File: src/rtl/alu_result_serializer.sv
// alu_result_serializer: buffers ALU results in a FIFO and streams them out as bytes, LSB first, over valid/ready.
// Ports: CLK/RST (sync active-high), ALU_OUT+OUT_VALID capture strobe, TX_DATA/TX_VALID/TX_READY byte handshake,
// FIFO_FULL (count==DEPTH), DROP_PULSE (result discarded last cycle), BUSY (sending or FIFO non-empty).
// Optional: define ALU_RES_SEQ_HDR_EN to prefix every word with a sequence-number header byte.
module alu_result_serializer #(
  parameter int IN_WIDTH   = 16,
  parameter int BYTE_WIDTH = 8,
  parameter int DEPTH      = 4
) (
  input  logic                  CLK,
  input  logic                  RST,
  input  logic [IN_WIDTH-1:0]   ALU_OUT,
  input  logic                  OUT_VALID,
  output logic [BYTE_WIDTH-1:0] TX_DATA,
  output logic                  TX_VALID,
  input  logic                  TX_READY,
  output logic                  FIFO_FULL,
  output logic                  DROP_PULSE,
  output logic                  BUSY
);
  localparam int BYTES = IN_WIDTH / BYTE_WIDTH;
  localparam int AW    = $clog2(DEPTH);
`ifdef ALU_RES_SEQ_HDR_EN
  localparam int LAST  = BYTES;
`else
  localparam int LAST  = BYTES - 1;
`endif
  localparam int CW    = $clog2(LAST + 2);
  typedef enum logic {IDLE, SEND} state_e;
  logic [IN_WIDTH-1:0]   mem_q [DEPTH];
  logic [AW-1:0]         wptr_q, rptr_q;
  logic [AW:0]           count_q, count_d;
  logic [IN_WIDTH-1:0]   sh_q, sh_d;
  logic [CW-1:0]         cnt_q, cnt_d;
  state_e                state_q, state_d;
  logic                  drop_q;
  logic                  accept, last, pop, push, is_hdr;
  assign accept = state_q == SEND && TX_READY;
  assign last   = cnt_q == CW'(LAST);
  assign pop    = count_q != '0 && (state_q == IDLE || (accept && last));
  assign push   = OUT_VALID && (count_q != (AW+1)'(DEPTH) || pop);
`ifdef ALU_RES_SEQ_HDR_EN
  logic [BYTE_WIDTH-1:0] seq_q;
  // transfer 0 of every word is the header; data bytes follow at cnt 1..BYTES
  assign is_hdr = cnt_q == '0;
  always_ff @(posedge CLK)
    if (RST) seq_q <= '0;
    else if (accept && is_hdr) seq_q <= seq_q + 1'b1;
  assign TX_DATA = state_q != SEND ? '0 : is_hdr ? seq_q : sh_q[BYTE_WIDTH-1:0];
`else
  assign is_hdr  = 1'b0;
  assign TX_DATA = state_q == SEND ? sh_q[BYTE_WIDTH-1:0] : '0;
`endif
  assign TX_VALID   = state_q == SEND;
  assign FIFO_FULL  = count_q == (AW+1)'(DEPTH);
  assign DROP_PULSE = drop_q;
  assign BUSY       = state_q == SEND || count_q != '0;
  assign count_d    = count_q + (AW+1)'(push) - (AW+1)'(pop);
  always_comb begin
    state_d = state_q;
    sh_d    = sh_q;
    cnt_d   = cnt_q;
    if (pop) begin
      state_d = SEND;
      sh_d    = mem_q[rptr_q];
      cnt_d   = '0;
    end else if (accept) begin
      state_d = last ? IDLE : SEND;
      cnt_d   = last ? cnt_q : cnt_q + CW'(1);
      sh_d    = last || is_hdr ? sh_q : sh_q >> BYTE_WIDTH;
    end
  end
  always_ff @(posedge CLK)
    if (push) mem_q[wptr_q] <= ALU_OUT;
  always_ff @(posedge CLK)
    if (RST) begin
      wptr_q  <= '0;
      rptr_q  <= '0;
      count_q <= '0;
      sh_q    <= '0;
      cnt_q   <= '0;
      state_q <= IDLE;
      drop_q  <= 1'b0;
    end else begin
      wptr_q  <= wptr_q + AW'(push);
      rptr_q  <= rptr_q + AW'(pop);
      count_q <= count_d;
      sh_q    <= sh_d;
      cnt_q   <= cnt_d;
      state_q <= state_d;
      drop_q  <= OUT_VALID && !push;
    end
endmodule

File: config.mk
export PLATFORM = sky130hd
export DESIGN_NAME = alu_result_serializer
export DESIGN_NICKNAME = d
export VERILOG_FILES = /design/src/rtl/alu_result_serializer.sv
export SDC_FILE = /design/constraint.sdc
export NUM_CORES = 1
export LEC_CHECK = 0
export CAP_MARGIN = 20
export CORE_MARGIN = 2
export CORE_UTILIZATION = 30
export DETAILED_ROUTE_END_ITERATION = 8
export HOLD_SLACK_MARGIN = 0.1
export MAX_ROUTING_LAYER = met4
export SLEW_MARGIN = 20
export SYNTH_ARGS = -nofsm -noshare
export SYNTH_HDL_FRONTEND = slang
export SYNTH_SLANG_ARGS = --single-unit
File: constraint.sdc
create_clock -name CLK -period 4.7 [get_ports CLK]
set_clock_uncertainty 0.2 [all_clocks]
set_input_delay 0.47 -clock CLK [delete_from_list [all_inputs] [get_ports CLK]]
set_output_delay 0.47 -clock CLK [all_outputs]
set_load 0.05 [all_outputs]
## Yosys cells after proc, flatten, opt, wreduce, memory -nomap -nowiden

Memories as Yosys holds them, arrays and structs flattened. A register that Yosys moved wholly into a read port is not among the register bits.
Index checks and enable logic that the tools add are counted.

- Bits in registers: 27
- Bits in writable memories: 64
- Input port bits: 20
- Output and inout port bits: 12
- Logic and storage cells: 43
- Memories: 1

Memory list:

| name | words | bits a word | rd ports | clocked after memory_dff | write ports | line | source |
|---|---|---|---|---|---|---|---|
| mem_q | 4 | 16 | 1 | 1 | 1 | 30 | `logic [IN_WIDTH-1:0] mem_q [DEPTH];` |

- Add/sub/neg operators: 5
- Equality and inequality tests: 4
- Mux-type cells: 10
- Bitwise gates (word level): 2
- Reductions and logical operators: 14

Operators with widths:

| cell | count |
|---|---|
| $mux W16 | 3 |
| $mux W8 | 1 |
| $logic_and A1 B1 Y1 | 5 |
| $mux W1 | 5 |
| $add A2 B1 Y2 | 2 |
| $reduce_and A2 Y1 | 2 |
| $add A3 B1 Y3 | 1 |
| $eq A3 B3 Y1 const B | 1 |
| $logic_or A1 B1 Y1 | 3 |
| $ne A3 B3 Y1 const B | 1 |
| $reduce_bool A3 Y1 | 1 |
| $sub A3 B1 Y3 | 1 |
| $add A2 B1 Y2 const B | 1 |
| $eq A2 B1 Y1 const B | 1 |
| $mux W2 | 1 |
| $ne A2 B1 Y1 const B | 1 |
| $not A1 Y1 | 2 |
| $reduce_bool A2 Y1 | 1 |
| $reduce_or A2 Y1 | 1 |
| $logic_not A1 Y1 | 1 |

## Logic depth before layout (Yosys ltp)

Gate-level depths: netlist of the first run.

- Depth after elaboration: 8
- Mapped depth: 11
- Gate-level depth less buffers: 11

## Least setup slack after synthesis of the first run

Ideal clock, no wire load.

- Path type: register -> register
- Start: register state_q, in the netlist TX_VALID
- End: memory mem_q[1][0] (enable)
- Library setup time: 0.413 ns
- Arrival: 2.251 ns
- Data required time: 4.087 ns
- Setup slack: 1.836 ns
- Stages on the path, launching flop included: 4
- Path buffers: 0
- Clock period less this slack: 2.864 ns
- Cell sequence: dfxtp_1 a21boi_2 a21bo_2 nor3b_1

- Cells in the longest elaborated chain, start to end: 8
- Elaborated cells on any way between the ends: 9
- Classes of those cells: mux (2); bitwise (1); reduce/logical (6)

RTL lines:

| what | line | source |
|---|---|---|
| start, declared | 35 | `state_e state_q, state_d;` |
| start signal, assigned | 90 | `state_q <= state_d;` |
| $logic_and A1 B1 Y1 | 38 | `assign accept = state_q == SEND && TX_READY;` |
| $logic_and A1 B1 Y1 | 40 | `assign pop = count_q != '0 && (state_q == IDLE \|\| (accept && last));` |
| $logic_or A1 B1 Y1 (*) | 40 |  |
| $logic_and A1 B1 Y1 (*) | 40 |  |
| $logic_or A1 B1 Y1 (*) | 41 | `assign push = OUT_VALID && (count_q != (AW+1)'(DEPTH) \|\| pop);` |
| $logic_and A1 B1 Y1 (*) | 41 |  |
| $mux W1 (*) | 74 | `if (push) mem_q[wptr_q] <= ALU_OUT;` |
| $mux W1 (implied by the code) (*) | 74 |  |
| end, declared | 30 |  |

Mark *: on every way between the ends. The rest lies on a longest branch, timed or not.

## Worst setup path in the final report of the first run

- Start: register state_q, in the netlist TX_VALID
- End: output port TX_DATA[2]

- Cells in the longest elaborated chain, start to end: 1

RTL lines:

| what | line | source |
|---|---|---|
| $mux W8 | 52 | `assign TX_DATA = state_q == SEND ? sh_q[BYTE_WIDTH-1:0] : '0;` |
| end, declared | 14 | `output logic [BYTE_WIDTH-1:0] TX_DATA,` |

Every way passes these cells.

==> results.md, run 1 <==
Critical path:
- The startpoint-to-endpoint class of the critical path is register to output port.
- STA classifies the critical path endpoint as an output port.
- The largest individual stage delay along the critical path comes from the cell sky130_fd_sc_hd__clkdlybuf4s50_1.
- The largest stage delay on the critical path is 0.81 ns.
- Walking the worst path, the cells encountered are and2_1 -> clkdlybuf4s50_1.
- In this run the worst path has a maximum fanout of 14.
- The worst path arrival time is 1.88 ns.
- STA puts the critical path data required time at 4.03 ns.
- The type of element launching the critical path is a register.

Power and ir drop:
- The combinational share of power is 25.8%.
- The analysis attributes to net switching a power of 729.7 uW.
- The internal power is 1688 uW.
- The analysis attributes to cell leakage a power of 0.001405 uW.
- IR analysis of the VDD net gives a maximum drop of 204.7 uV.
- Sequential cells burn 46.0% of the power.
- Power spread over the standard cell area amounts to 559.9 nW/um^2.
- Net switching is 30.18% of the power.
- The share of power burned in the clock network is 28.2%.

Final layout:
- The number of filler instances in the final layout is 1089.
- Cells with a size suffix above 1 make up 16.73% of the layout.
- The number of antenna repair diodes is 0.
- After the last flow step, the layout net total stands at 266.
- The area growth from synthesis to layout is 20.96%.

Clock network:
- Clock-pin slew was measured on the worst setup and hold paths at 0.06 ns.
- The number of gates resized after CTS was 0.
- The maximum count of clock buffers along a single path is 2.
- Once the clock tree was built, the setup fixing pass inserted 0 buffers.
- The buffer type at the clock tree root is sky130_fd_sc_hd__clkbuf_16.
- The clock net sink count is 91.
- The maximum level of the CTS H-tree is 3.
- The clock reaches the later pin of the worst-skew pair after 0.33 ns.
- TritonCTS built the clock tree.
- The CTS buffer count is 9.
- Hold repair after CTS inserted 0 buffers.

Synthesis:
- The total of flip-flops plus latches after synthesis is 91.
- The proportion of synthesized area in mux cells is 12.09%.
- The count of warnings emitted by yosys is 0.
- Of the total synthesized cell area, the portion taken by XOR and XNOR cells is 0.9814%.
- Yosys mapped a number of flops with a built-in enable equal to 64.
- The netlist uses 40 different library cells.
- The sequential area share after synthesis is 68.98%.
- Summing the areas of all compound-gate instances in the mapped netlist gives 6.449% of the synthesized area.
- The largest family of logic cells by synthesized area is multiplexers.
- After Yosys synthesis, full adders, half adders and majority gates account for 1.963% of the synthesized area.
- The cell area that synthesis handed to floorplanning was 3570 sq um.
- The dominant synthesized flop cell is sky130_fd_sc_hd__edfxtp_1.
- A synthesized cell averages 17.41 sq um.
- The simple-gate share of the synthesized area is 7.220%.
- The number of instances in the synthesized netlist is 205.
- For this run, asynchronously set or reset flops after synthesis account for 0%.
- Counting every net in the synthesized netlist gives 230.

Timing:
- The number of hold violations in the final report is 0.
- Setup repair after global routing left no endpoint under its margin.
- The relative slew slack is 40.41%.
- Final hold analysis gives a worst-case slack of 0.2721 ns.
- The number of max-slew violations in the final report was 0.
- At the pin with the least slew margin, the transition time is 0.8926 ns.
- The worst path uses 54.19% of the clock period.
- The clock period minus final worst setup slack is 2.547 ns.
- The maximum operating frequency is 392.7 MHz.
- In the final timing run, aggregate negative setup slack is 0 ns.
- Setup violations remaining at the end of the flow were counted as 0.

Detailed routing:
- In the routed design, unresolved DRC markers number 3.
- The antenna violation net count after detailed routing is 0.
- The total wirelength of the detailed-routed design is 6559 microns.
- The routed layout has 1860 vias.
- The first routing iteration left 87 violations.
- The routed via count divided by cell count is 4.794.
- In the final routed layout, each cell accounts on average for 16.90 microns.
- The iteration count of the initial detailed-routing pass is 6.

Global route:
- The number of global-route vias before repair is 1901.
- The initial antenna violation count is 0.
- The total overflow left after global routing is 0.
- The pin count of the biggest net entering global routing is 18.
- The overall routing resource usage is 11.48%.
- The first-pass GRT wire length is 10630 microns.

Floorplan:
- From bottom edge to top edge, the die measures 113.1 microns.
- The die covers 12790 sq um.
- From left edge to right edge, the die measures 113.1 microns.
- The I/O pin total is 32.
- The initial utilization of the core area, before any placement, comes to 31.00%.
- The floorplan has 39 rows.
- The floorplan step defined a core boundary enclosing 11520 sq um.

Place:
- At the end of routability-driven placement, the weighted congestion stood at 0.7843.
- Detailed placement finished with a half-perimeter wire length of 4310 microns.
- Input and output buffers added on the ports amount to 31.

Worst hold path:
- The tightest min-delay check is of the register to register type.

Job:
- Max-cap violations in this run came to 0.

Outcome:
- The flow ran to the end, but the final reports show violations.
- The final reports fail on design-rule violations.
[area by class of cell]
class	instances	area (sq um)	area share (%)
Sequential cell	91	2464	57.06
Clock buffer	10	229.0	5.303
Clock inverter	5	55.05	1.275
Inverter	5	18.77	0.4347
Multi-Input combinational cell	100	1040	24.08
Timing Repair Buffer	34	332.8	7.708
Tap cell	143	178.9	4.144
[registers in the layout, indices dropped and copies added, names as in the netlist]
name / cells
count_q: 3
mem_q: 64
TX_VALID: 1
rptr_q: 2
sh_q: 16
cnt_q: 2
DROP_PULSE: 1
wptr_q: 2
[worst max-delay path: cells and delay by family, from the launching register on]
family                 cells  cell delay (ns)
flip-flops                 1             0.55
buffers and inverters      1             0.81
AND/OR/NAND/NOR            1             0.19
[Yosys cell counts (4+ instances only)]
cell | count | area, sq um
sky130_fd_sc_hd__mux2i_1 | 6 | 60.06
sky130_fd_sc_hd__and2_1 | 9 | 56.30
sky130_fd_sc_hd__mux4_2 | 13 | 292.8
sky130_fd_sc_hd__edfxtp_1 | 64 | 1922
sky130_fd_sc_hd__dfxtp_1 | 27 | 540.5
sky130_fd_sc_hd__o2bb2ai_1 | 13 | 113.9
sky130_fd_sc_hd__nand3_1 | 8 | 40.04
sky130_fd_sc_hd__buf_2 | 5 | 25.02
sky130_fd_sc_hd__nor2_1 | 7 | 26.28
sky130_fd_sc_hd__a21oi_1 | 4 | 20.02
sky130_fd_sc_hd__ha_1 | 4 | 50.05
[power groups by stage]
stage / Clock [uW] / Combinational, uW / Sequential, uW
after floorplan: 0 / 508 / 1070
after global placement: 0 / 627 / 1130
after CTS: 706 / 634 / 1120
after global routing: 734 / 677 / 1140
after detailed placement: 0 / 631 / 1130
final: 681 / 624 / 1110
[cells in the final DEF (no fill, tap or decap), drive strengths merged, types with 4 or more instances in the layout]
cell type | Yosys | final
and2 | 9 | 9
edfxtp | 64 | 64
clkinv | 1 | 5
a21oi | 4 | 4
clkbuf | 2 | 10
nor2 | 7 | 7
dfxtp | 27 | 27
nand3 | 8 | 8
ha | 4 | 4
inv | 4 | 4
nor3 | 4 | 4
mux4 | 16 | 16
mux2i | 6 | 6
clkdlybuf4s50 | 0 | 31
o2bb2ai | 13 | 13
[logic make-up (layout without fill, tap and decap cells)]
family	count (synthesis)	after routing
compound gates	28	28
xor+xnor	4	4
flops	91	91
mux	22	22
simple gates	41	41
fa+ha+maj	5	5
buf+inv	14	54
[metal layers]
metal	global-route usage [%]	vias up	share of wire, %
met5	-	-	0
met3	4.017	8	5.5
met1	14.93	926	47
met2	16.73	43	46
li1	-	883	-
met4	4.146	0	1.6
[metrics by stage]
stage,utilization [%],worst slack [ns],total power [uW],cell area (sq um),cells
after floorplan,-,1.836,1581,3570,205
after global placement,35.02,1.882,1755,4033,373
after detailed placement,35.03,1.861,1766,4034,373
after CTS,37.49,2.113,2457,4318,388
after global routing,37.49,2.039,2547,4318,388
final,37.49,2.153,2418,4318,388
[worst paths after layout]
path                                       startpoint  depth (start not counted)  slack [ns]               endpoint
worst max-delay path            TX_VALID$_SDFFE_PP0N_                          2        2.15             TX_DATA[2]
worst min-delay path            sh_q[15]$_SDFFE_PP0P_                          2        0.27  sh_q[15]$_SDFFE_PP0P_
worst max register to register  cnt_q[1]$_SDFFE_PP0P_                         11        2.24  count_q[2]$_SDFF_PP0_
worst min register to register  sh_q[15]$_SDFFE_PP0P_                          2        0.27  sh_q[15]$_SDFFE_PP0P_
No activity file was read; power rests on OpenSTA's default activity.
==> run 2: changes to the inputs <==
==> constraint.sdc (replaced) <==
create_clock -name CLK -period 2.3 [get_ports CLK]
set_clock_uncertainty 0.2 [all_clocks]
set_input_delay 0.23 -clock CLK [delete_from_list [all_inputs] [get_ports CLK]]
set_output_delay 0.23 -clock CLK [all_outputs]
set_load 0.05 [all_outputs]
==> run 2 against run 1 <==
Net effect:
- the flow still finishes with violations (design-rule violations)
- worst setup slack worse by 2.1 ns
- sequential share of layout area shrank 3.1 points
- utilization up 2.3 points
- combinational power rose to 2.6 times the previous value
- first-iteration DRC count up 17%
- critical path type is now register to register
==> results.md, run 2 (synthesis results as in run 1) <==
Outcome:
- The flow ran to the end, but the final reports show violations.
- The checks that failed: design-rule violations.

Global route:
- The initial antenna violation count came to 0.
- The number of global-route vias before repair was 2103.
- The pin count of the biggest net entering global routing is 20.
- The first global-routing pass estimated 11150 microns of wire.
- The leftover overflow at the end of global routing is 0.
- For this run, the total global-route usage over all layers was measured as 12.06%.

Clock network:
- The post-CTS clock slew at the launch and capture registers of the worst setup and hold paths is 0.07 ns.
- The hold-fix buffer count after cts is 0.
- The latest clock arrival within the worst-skew pair is 0.34 ns.
- The longest clock path from root to sink contains 2 buffers.
- TritonCTS built the clock tree.
- The cell sitting at the root of the clock tree is a sky130_fd_sc_hd__clkbuf_16.
- The CTS buffer count is 9.
- The H-tree was split into 3 levels.
- The clock net sink count is 91.

Final layout:
- After the last flow step, the layout net total stands at 291.
- The top cell types in the final layout, fill and taps aside, are sky130_fd_sc_hd__edfxtp_1, sky130_fd_sc_hd__clkdlybuf4s50_1, sky130_fd_sc_hd__buf_4.
- The largest registers in the layout are mem_q x64, sh_q x16, count_q x3.
- The leading cell type in the layout, fill and taps excluded is sky130_fd_sc_hd__edfxtp_1.
- The number of antenna repair diodes is 0.
- With fillers left out, the area of the finished cells amounts to 4578 sq um.
- More flip-flops sit in one register than any other, and that register is mem_q.
- The share of layout cells above drive strength 1 is 29.15%.
- From synthesis to final layout, the design area changed by 28.25%.
- The post-layout instance count excluding filler cells is 414.
- The register with the most flip-flops in the layout has 64 of them.

Critical path:
- The largest stage delay on the critical path is 0.33 ns.
- Walking the worst path, the cells encountered are inv_1 -> ha_4 -> a21bo_2 -> nand2_2 -> mux2i_1 -> ha_2 -> inv_1 -> fa_2 -> xor2_1 -> and2_1 -> nor3_2.
- The required time of the critical path is 2.37 ns.
- The worst setup path is captured at a register.
- By startpoint and endpoint, the worst setup path is classified as register to register.
- The largest delay contributor family on the critical path is adder cells.
- The worst path arrival time is 2.34 ns.
- Of all nets on the critical path, the largest fanout is 4.
- The type of element launching the critical path is a register.
- Among the stages of the critical path, the cell type that occurs most often is sky130_fd_sc_hd__inv_1.
- The slowest stage of the critical path is the sky130_fd_sc_hd__fa_2 cell.
- The number of buffers and inverters on the critical path is 2.

Detailed routing:
- The routed metal-1 wirelength is 2968 microns.
- The routed layout has 1982 vias.
- The highest metal layer with signal wires is met4.
- The iteration count of the initial detailed-routing pass is 6.
- After detailed routing, the average wire length per cell comes to 16.48 microns.
- The routed via count divided by cell count is 4.787.
- The routed design uses 3537 microns of met2 wire.
- The number of remaining DRC errors is 1.
- Detailed routing placed a total of 224 microns of wire on met3.
- The number of design-rule violations left by the first detailed-router iteration is 102.
- The total wirelength of the detailed-routed design is 6824 microns.
- Once detail routing completed, the nets flagged for antenna violations numbered 0.

Power and ir drop:
- For this design the ratio of total power to cell area is 1147 nW/um^2.
- The leakage component of the power is 0.001591 uW.
- VDD sags by at most 389.4 uV.

Floorplan:
- The I/O pin total is 32.
- The die extent in y is 113.1 microns.
- The placeable core area is 11520 sq um.
- The floorplan has 39 rows.
- The die footprint is 12790 sq um.
- The initial core utilization is 31.00%.
- The die width is 113.1 microns.

Timing:
- The number of max-slew violations in the final report is 0.
- The maximum operating frequency is 440.0 MHz.
- The total negative slack is 0 ns.
- The routed design could run at a clock period as short as 2.273 ns.
- At the pin with the least slew margin, the transition time is 0.5329 ns.
- The worst path setup slack after routing is 0.02711 ns.
- Headroom to the max-slew limit came out at 64.37%.
- The post-route clock period utilization is 98.82%.
- The number of hold violations in the final report is 0.
- The final-report setup violation count is 0.
- Setup repair after global routing could not meet its margin everywhere.

Place:
- The number of placed instances, taps included, is 398.
- The placement-stage worst setup slack is -0.2199 ns.
- The placer's final routability congestion estimate is 0.7773.
- In this run the cell area measured after placement is 4249 sq um.
- The count of input and output buffers is 31.
- The placed wire-length estimate is 4678 microns.

Job:
- The count of maximum capacitance violations is 0.

Worst hold path:
- The worst hold path belongs to the class register to register.
-- run 2: timing repair --
item                       4_1_cts  5_1_grt
setup endpoints to repair        2        4
buffers inserted                 0        0
resized for setup                6        4
pin swaps                        1        0
-- run 2: area by class of cell --
class | instances | area [sq um]
Timing Repair Buffer | 59 | 539.3
Tap cell | 143 | 178.9
Clock inverter | 7 | 73.82
Fill cell | 1074 | 6938
Multi-Input combinational cell | 100 | 1071
Clock buffer | 9 | 225.2
Sequential cell | 91 | 2471
Inverter | 5 | 18.77
-- run 2: worst min-delay path, stage by stage (launching register included) --
cell                        delay, ns
sky130_fd_sc_hd__dfxtp_1         0.31
sky130_fd_sc_hd__nand3_1         0.06
sky130_fd_sc_hd__o2bb2ai_1       0.06
-- run 2: worst paths after layout --
| path | start | end | slack (ns) | cells after the start |
|---|---|---|---|---|
| worst max-delay path | cnt_q[1]$_SDFFE_PP0P_ | count_q[2]$_SDFF_PP0_ | 0.03 | 11 |
| worst min-delay path | sh_q[10]$_SDFFE_PP0P_ | sh_q[10]$_SDFFE_PP0P_ | 0.27 | 2 |
| worst max register to register | cnt_q[1]$_SDFFE_PP0P_ | count_q[2]$_SDFF_PP0_ | 0.03 | 11 |
| worst min register to register | sh_q[10]$_SDFFE_PP0P_ | sh_q[10]$_SDFFE_PP0P_ | 0.27 | 2 |
-- run 2: routing by layer --
metal | GRT usage (%) | vias up
met5 | - | -
met4 | 3.902 | 0
met3 | 3.642 | 10
met2 | 20.20 | 33
met1 | 13.94 | 1006
li1 | - | 933
-- run 2: stage by stage --
step,util [%],total power [uW],hold WS (ns)
CTS,39.65,5319,0.2728
global placement,36.90,3818,0.2617
global route,39.75,5532,0.2973
floorplan,-,3262,0.1016
detailed placement,36.90,3844,0.2642
finish,39.75,5249,0.2711
-- run 2: report_power, final --
| group | switching, uW | internal, uW |
|---|---|---|
| Clock | 675 | 772 |
| Sequential | 144 | 2040 |
| Combinational | 854 | 769 |
==> run 3: changes to the inputs <==
==> constraint.sdc (replaced) <==
create_clock -name CLK -period 2.5 [get_ports CLK]
set_clock_uncertainty 0.2 [all_clocks]
set_input_delay 0.25 -clock CLK [delete_from_list [all_inputs] [get_ports CLK]]
set_output_delay 0.25 -clock CLK [all_outputs]
set_load 0.05 [all_outputs]
==> run 3 against run 2 <==
Net effect:
- the run still ends with design-rule violations left
- count of clock-buffer cells in the layout stayed put
- clock power is 10% lower
- final cell count is 1.4% lower
- die area stayed put
- total power is 9.8% lower
- combinational power is 10% lower
- sequential cell count stayed put
- final area is 1.4% lower
- worst setup slack better by 0.15 ns
- non-clock buffer count is 5 lower
- highest routed layer unchanged
==> results.md, run 3 (synthesis results as in run 1) <==
Place:
- At the end of routability-driven placement, the weighted congestion stood at 0.7043.
- OpenSTA, run right after detailed placement, puts the worst setup slack at 0.005751 ns.
- The placed wire-length estimate is 4556 microns.
- The count of input and output buffers is 31.

Critical path:
- The maximum fanout along the worst path is 4.
- The required time of the critical path is 2.56 ns.
- Tracing the worst setup path back leads to its startpoint at cnt_q[1]$_SDFFE_PP0P_.
- The largest stage delay on the critical path is 0.37 ns.
- The startpoint-to-endpoint class of the critical path is register to register.
- The worst path arrival time is 2.38 ns.
- The cell at the slowest stage of the critical path is sky130_fd_sc_hd__fa_1.
- The cell that appears most often on the critical path is sky130_fd_sc_hd__inv_1.
- The signal on the critical path passes through inv_1 -> ha_2 -> a21bo_2 -> nand2_1 -> mux2i_1 -> ha_1 -> inv_1 -> fa_1 -> xor2_1 -> and2_1 -> nor3_2.
- The startpoint of the worst-slack reg-to-reg timing path is cnt_q[1]$_SDFFE_PP0P_.
- STA classifies the critical path startpoint as a register.
- The kind of capture point of the worst setup path is a register.

Floorplan:
- The floorplan row count is 39.
- From bottom edge to top edge, the die measures 113.1 microns.
- From left edge to right edge, the die measures 113.1 microns.
- The I/O pin total is 32.
- The placeable core area is 11520 sq um.
- The initial core utilization is 31.00%.
- The die footprint is 12790 sq um.

Timing:
- The transition at the pin with the smallest max-transition slack is 0.5040 ns.
- Setup violations remaining at the end of the flow were counted as 0.
- The number of hold violations in the final report is 0.
- Adding up every negative setup slack in the final design gives 0 ns.
- The worst slack on hold paths is 0.2784 ns.
- Setup repair after global routing left no endpoint under its margin.
- The relative slew slack is 66.30%.
- The post-route clock period utilization is 92.73%.
- The worst path needs 2.318 ns of the cycle, external delays included.
- The number of max-slew violations in the final report was 0.
- Static timing analysis puts the maximum clock frequency at 431.4 MHz.
- The worst path setup slack after routing is 0.1818 ns.

Detailed routing:
- The routed design has 6851 microns of wire.
- For this run, the detailed router's first-pass iteration total came to 6.
- The detailed router placed 1954 vias in this run.
- The number of design-rule violations left by the first detailed-router iteration is 83.
- The routed length per instance is 16.79 microns.
- In this run the remaining antenna-violating nets after routing total 0.
- The routed via count divided by cell count is 4.789.
- The number of remaining DRC errors is 3.

Clock network:
- After clock tree synthesis, the setup repair step added 0 buffers.
- The post-CTS clock slew at the launch and capture registers of the worst setup and hold paths is 0.06 ns.
- The CTS buffer count is 9.
- TritonCTS built the clock tree.
- The buffer type at the clock tree root is sky130_fd_sc_hd__clkbuf_16.
- Counting along the longest clock path gives a buffer depth of 2.
- The latest clock arrival within the worst-skew pair is 0.33 ns.
- CTS saw 91 sinks.
- The H-tree generated during clock tree synthesis spans 3 levels.

Final layout:
- The register with the most flip-flops in the layout has 64 of them.
- The library cell used most frequently in the layout, excluding fill and tap cells, is sky130_fd_sc_hd__edfxtp_1.
- The number of antenna repair diodes is 0.
- In the layout the commonest cells are sky130_fd_sc_hd__edfxtp_1, sky130_fd_sc_hd__clkdlybuf4s50_1, sky130_fd_sc_hd__dfxtp_1.
- At the end of the flow, the number of nets in the layout was 286.
- In the final layout, the share of cells above drive strength 1 is 24.15%.
- The register with the most flip-flops in the final layout is mem_q.
- The largest registers in the layout are mem_q x64, sh_q x16, count_q x3.
- The total area of multi-input combinational cells is 1054 sq um.
- The area of all sequential standard cells is 2462 sq um.
- The area growth from synthesis to layout is 26.39%.
- The number of filler instances in the final layout is 1079.

Global route:
- The number of global-route vias before repair is 2029.
- Entering global routing, the biggest net connects 16 pins.
- For this run, the total global-route usage over all layers was measured as 11.80%.
- The first-pass GRT wire length is 10870 microns.
- The initial antenna violation count came to 0.
- Summed over all layers, the global routing overflow is 0.

Outcome:
- The run finished, with violations left.
- The checks that failed: design-rule violations.

Job:
- The count of maximum capacitance violations is 0.

Worst hold path:
- The worst min-delay path class is register to register.
- The startpoint of the lowest-slack hold path is sh_q[15]$_SDFFE_PP0P_.

Power and ir drop:
- The peak ir drop on the vdd network is 406.4 uV.
- The leakage component of the power is 0.001517 uW.
- The total power per unit cell area is 1049 nW/um^2.
==> run 3: cell count changes in the layout (fill, tap and decap cells not counted), moves of 2 or more <==
cell	change
sky130_fd_sc_hd__dfxtp_1	+5
sky130_fd_sc_hd__inv_6	-3
sky130_fd_sc_hd__clkinv_4	+2
sky130_fd_sc_hd__dlymetal6s2s_1	-3
sky130_fd_sc_hd__buf_4	-6
sky130_fd_sc_hd__clkdlybuf4s50_1	+4
sky130_fd_sc_hd__dfxtp_2	-4
sky130_fd_sc_hd__inv_8	-2
==> run 3: worst paths after layout <==
| path | endpoint | slack [ns] | depth (start not counted) |
|---|---|---|---|
| setup / recovery | count_q[2]$_SDFF_PP0_ | 0.18 | 11 |
| hold / removal | sh_q[15]$_SDFFE_PP0P_ | 0.28 | 2 |
| setup reg to reg | count_q[2]$_SDFF_PP0_ | 0.18 | 11 |
| hold reg to reg | sh_q[15]$_SDFFE_PP0P_ | 0.28 | 2 |
==> run 3: power breakdown <==
group | switching [uW] | total (uW) | leakage, uW | internal (uW)
Clock | 527 | 1300 | 0.000143 | 770
Combinational | 774 | 1450 | 0.000565 | 673
Sequential | 125 | 1990 | 0.000809 | 1870
==> run 3: stage by stage <==
step | cell area (sq um) | utilization (%) | std cells | power, uW
2_1_floorplan | 3591 | - | 205 | 2986
3_3_place_gp | 4214 | 36.59 | 393 | 3458
3_5_place_dp | 4214 | 36.59 | 393 | 3486
4_1_cts | 4504 | 39.11 | 408 | 4799
5_1_grt | 4512 | 39.18 | 408 | 4991
6_report | 4512 | 39.18 | 408 | 4735
==> run 3: repair_timing <==
action,in CTS,in global routing
gates resized for setup,0,2
endpoints found under the setup margin,0,1
hold buffers,0,0
==> run 3: worst max-delay path, delay by kind of cell (launching register included) <==
kind            cells  cell delay [ns]
fa+ha+maj           3             0.72
xor+xnor            1             0.16
mux                 1             0.19
simple gates        3             0.35
flops               1             0.32
buf+inv             2             0.09
compound gates      1             0.22
==> run 3: layout make-up <==
type	count	area share [%]
sequential	91	54.58
multi-input combinational	100	23.35
timing repair buffer	54	11.26
clock buffer	9	4.992
tap	143	3.966
clock inverter	6	1.442
inverter	5	0.4160
==> run 3: routing by layer <==
metal  global-route usage [%]  routed length (microns)  vias to the layer above
met5                        -                        0                        -
met4                    4.228                      100                        0
met3                    3.267                      286                       10
met2                    19.32                     3436                       44
met1                    14.03                     3028                      976
li1                         -                        -                      924
==> RTL change 1 (config.mk and constraints of run 3) <==
Add a define of `ALU_RES_SEQ_HDR_EN`.
--- a/src/rtl/alu_result_serializer.sv
+++ b/src/rtl/alu_result_serializer.sv
@@ -2,6 +2,8 @@
 // Ports: CLK/RST (sync active-high), ALU_OUT+OUT_VALID capture strobe, TX_DATA/TX_VALID/TX_READY byte handshake,
 // FIFO_FULL (count==DEPTH), DROP_PULSE (result discarded last cycle), BUSY (sending or FIFO non-empty).
 // Optional: define ALU_RES_SEQ_HDR_EN to prefix every word with a sequence-number header byte.
+`define ALU_RES_SEQ_HDR_EN
+
 module alu_result_serializer #(
   parameter int IN_WIDTH   = 16,
   parameter int BYTE_WIDTH = 8,
Formal check against the unedited RTL: not equivalent (a bounded check fails within 4 cycles, from zero or initial values and one cycle with RST high).
==> RTL change 1 against run 3 <==
Synthesized area rose by 13%; die area rose by 13%; setup slack got worse by 0.063 ns; first-iteration DRC count rose by 58%; final area rose by 14%; clock power rose by 8%; wire length rose by 8.7%; power rose by 1.8%; combinational power fell by 10%; utilization fell by 0.22 points; sequential cell count rose by 8; critical path type is now reg2out; largest power group unchanged; highest routed layer unchanged.
==> RTL change 1: results <==
{
  "status": "finished, final reports clean",
  "grt_util_met2": 0.1829,
  "drt-pass1-iter-count": 4,
  "setup.worst_path.start": "count_q[1]",
  "nNetsFinal": 332,
  "ys_top_cells_by_count": "edfxtp_1 (64), dfxtp_1 (35), mux2i_1 (18)",
  "fin_area_um2": 5139,
  "fill_cells": 1225,
  "largestRegisters": "mem_q (64), sh_q (16), seq_q (8)",
  "wl_met1_mm": 3.375,
  "pre_cts_ws_ns": -0.1846,
  "multi_input_area_um2": 1345,
  "critPathTopFamily": "buffers and inverters",
  "ir_worst_vdd_mv": 0.3722,
  "grt_util_met3": 0.03992,
  "dieArea_um2": 14410,
  "cpMaxStageDelayCell": "clkdlybuf4s50_1",
  "buffer_area_frac": 0.1178,
  "drive_above_1_share": 0.2654,
  "power_leakage_nw": 1.753,
  "n_all_inverters": 8,
  "design.seq.count": 99,
  "worstPathArrival_ns": 1.93,
  "min_from": "seq_q[7]",
  "critical_path.endpoint": "BUSY",
  "synth.distinct_cells": 38,
  "grt_pass1_wl_mm": 12.10,
  "route.vias.total": 2250,
  "viasPerCell": 4.639,
  "grt_max_degree": 19,
  "globalplace.congestion": 0.7196,
  "finalCriticalPeriod_ns": 2.381,
  "yosysSeqAreaShare": 0.6491,
  "slowest_delay_ns": 0.79,
  "holdPathEnd": "seq_q[7]",
  "reg2reg_depth": 12,
  "whs_ns": 0.2859
}
## RTL change 1: cell families (layout without fill, tap and decap cells)
kind of cell	Yosys count	after routing	synth area share
DFF	99	99	0.6491
AOI/OAI and AO/OA	29	29	0.05451
and+or+nand+nor	55	55	0.08796
xor gates and xnor gates	7	7	0.01518
adders and majority gates	8	8	0.02663
muxes	34	34	0.1338
buffers and inverters	22	77	0.03283
## RTL change 1: tightest hold or removal path: stages, from the launching register on
cell and delay (ns):
dfxtp_1 0.32, o31ai_1 0.06, a21oi_1 0.05
## RTL change 1: power breakdown
| group | total, W | internal [W] | switching, W |
|---|---|---|---|
| Combinational | 0.00130 | 0.000665 | 0.000632 |
| Clock | 0.00141 | 0.000791 | 0.000620 |
| Sequential | 0.00211 | 0.00198 | 0.000131 |
## RTL change 1: what timing repair did
item	4_1_cts	5_1_grt
buffers inserted	1	2
pin swaps	5	5
endpoints found under the setup margin	1	2
resized for setup	6	3
hold buffers	0	0
==> RTL change 2 (config.mk and constraints of run 3) <==
Without the edit above. `sh_q` no longer has a reset.
--- a/src/rtl/alu_result_serializer.sv
+++ b/src/rtl/alu_result_serializer.sv
@@ -77,7 +77,6 @@
       wptr_q  <= '0;
       rptr_q  <= '0;
       count_q <= '0;
-      sh_q    <= '0;
       cnt_q   <= '0;
       state_q <= IDLE;
       drop_q  <= 1'b0;
@@ -85,10 +84,13 @@
       wptr_q  <= wptr_q + AW'(push);
       rptr_q  <= rptr_q + AW'(pop);
       count_q <= count_d;
-      sh_q    <= sh_d;
       cnt_q   <= cnt_d;
       state_q <= state_d;
       drop_q  <= OUT_VALID && !push;
     end
+
+  always_ff @(posedge CLK) begin
+    sh_q <= sh_d;
+  end
 endmodule
 
Function: no difference found for any inputs over 10 cycles, from zero or initial values and one cycle with RST high; that may be too few to reach the edited logic, so the function may still have changed.
==> RTL change 2 against run 3 <==
Count of clock-buffer cells in the layout unchanged; synthesized area increased by 0.81%; power increased by 5.9%; setup slack improved by 0.010 ns; die area increased by 0.78%; wire length decreased by 15%; final area decreased by 1.6%; sequential cell count unchanged; critical path type unchanged; highest routed layer unchanged.
==> RTL change 2: results <==
{
  "setup.worst_path.start": "cnt_q[1]",
  "finish.utilization": 0.3744,
  "drt-total-wl_mm": 5.793,
  "grt_max_degree": 20,
  "multi_input_gates": 78,
  "drt-pass1-iter-count": 4,
  "whs_ns": 0.2814,
  "synth_area_leaders": "edfxtp_1 (67%), mux4_1 (10%), dfxtp_1 (6.1%)",
  "p_total_w": 0.005014,
  "ys_top_cells_by_count": "edfxtp_1 (80), and2_1 (17), mux4_1 (14)",
  "clk_root_buffer_cell": "clkbuf_16",
  "holdPathEnd": "cnt_q[1]",
  "syn_nets": 207,
  "synth_edf_count": 80,
  "nNonClkBuffers": 42,
  "final-clk-cell-share": 0.06565,
  "grtUsageTotal": 0.09843,
  "n_all_inverters": 5,
  "place_inst": 363,
  "grt_pass1_wl_mm": 9.073,
  "synth_compound_area_frac": 0.01495,
  "cpMaxStageDelayCell": "fa_1",
  "status": "finished, final reports clean",
  "crit_fanout": 3,
  "p_per_area_nw_per_um2": 1129,
  "multi_input_area_um2": 914.6,
  "synth.distinct_cells": 33,
  "buffer_area_frac": 0.09186,
  "reg2reg_depth": 11,
  "muxShareOfSynthArea": 0.1419,
  "synthXorXnorAreaFrac": 0.009736,
  "first_iter_violations": 68,
  "dpl.hpwl_mm": 3.502,
  "synth-main-ff-cell": "edfxtp_1",
  "min_from": "cnt_q[1]",
  "power_leakage_nw": 1.535,
  "synth_fa_ha_area_frac": 0.01947,
  "route.vias.total": 1686,
  "post_dp_cell_area_um2": 4146,
  "clk-insertion-delay-late_ns": 0.33,
  "ys_async_sr_fraction": 0,
  "yosysSeqAreaShare": 0.7288,
  "nNetsFinal": 252,
  "finalNonFillerCells": 379,
  "worstPathArrival_ns": 2.36,
  "combPwrFrac": 0.313,
  "switching_share": 0.2956,
  "critical_path.endpoint": "count_q[2]",
  "pre_cts_ws_ns": -0.03809,
  "synth_cells": 182,
  "drive_above_1_share": 0.1767,
  "globalplace.congestion": 0.6711,
  "ir_worst_vdd_mv": 0.4123,
  "powerClk_w": 0.00130,
  "fill_cells": 1074,
  "tightest_slew_ns": 0.4991,
  "seq_share": 0.5909
}
==> RTL change 2: changes by cell type after synthesis, moves of 6 or more <==
| cell | delta |
|---|---|
| dfxtp_1 | -16 |
| edfxtp_1 | +16 |
| o2bb2ai_1 | -13 |
| mux4_1 | +11 |
| mux4_2 | -11 |
| and2_1 | +8 |
| nand3_1 | -8 |
| mux2_2 | +6 |
| mux2i_1 | -6 |
==> RTL change 2: worst max-delay path, delay by kind of cell (launching register included) <==
family                     cells  cell delay [ns]
buffers and inverters          2             0.10
adders and majority gates      3             0.73
and+or+nand+nor                3             0.37
xor gates and xnor gates       1             0.16
AOI/OAI and AO/OA              2             0.37
DFF                            1             0.30
==> RTL change 2: per-layer routing <==
metal | global-route usage | vias up | wire (um)
li1 | - | 806 | -
met1 | 0.1254 | 834 | 2726
met2 | 0.1489 | 39 | 2786
met3 | 0.03241 | 7 | 226
met4 | 0.03415 | 0 | 54
met5 | - | - | 0
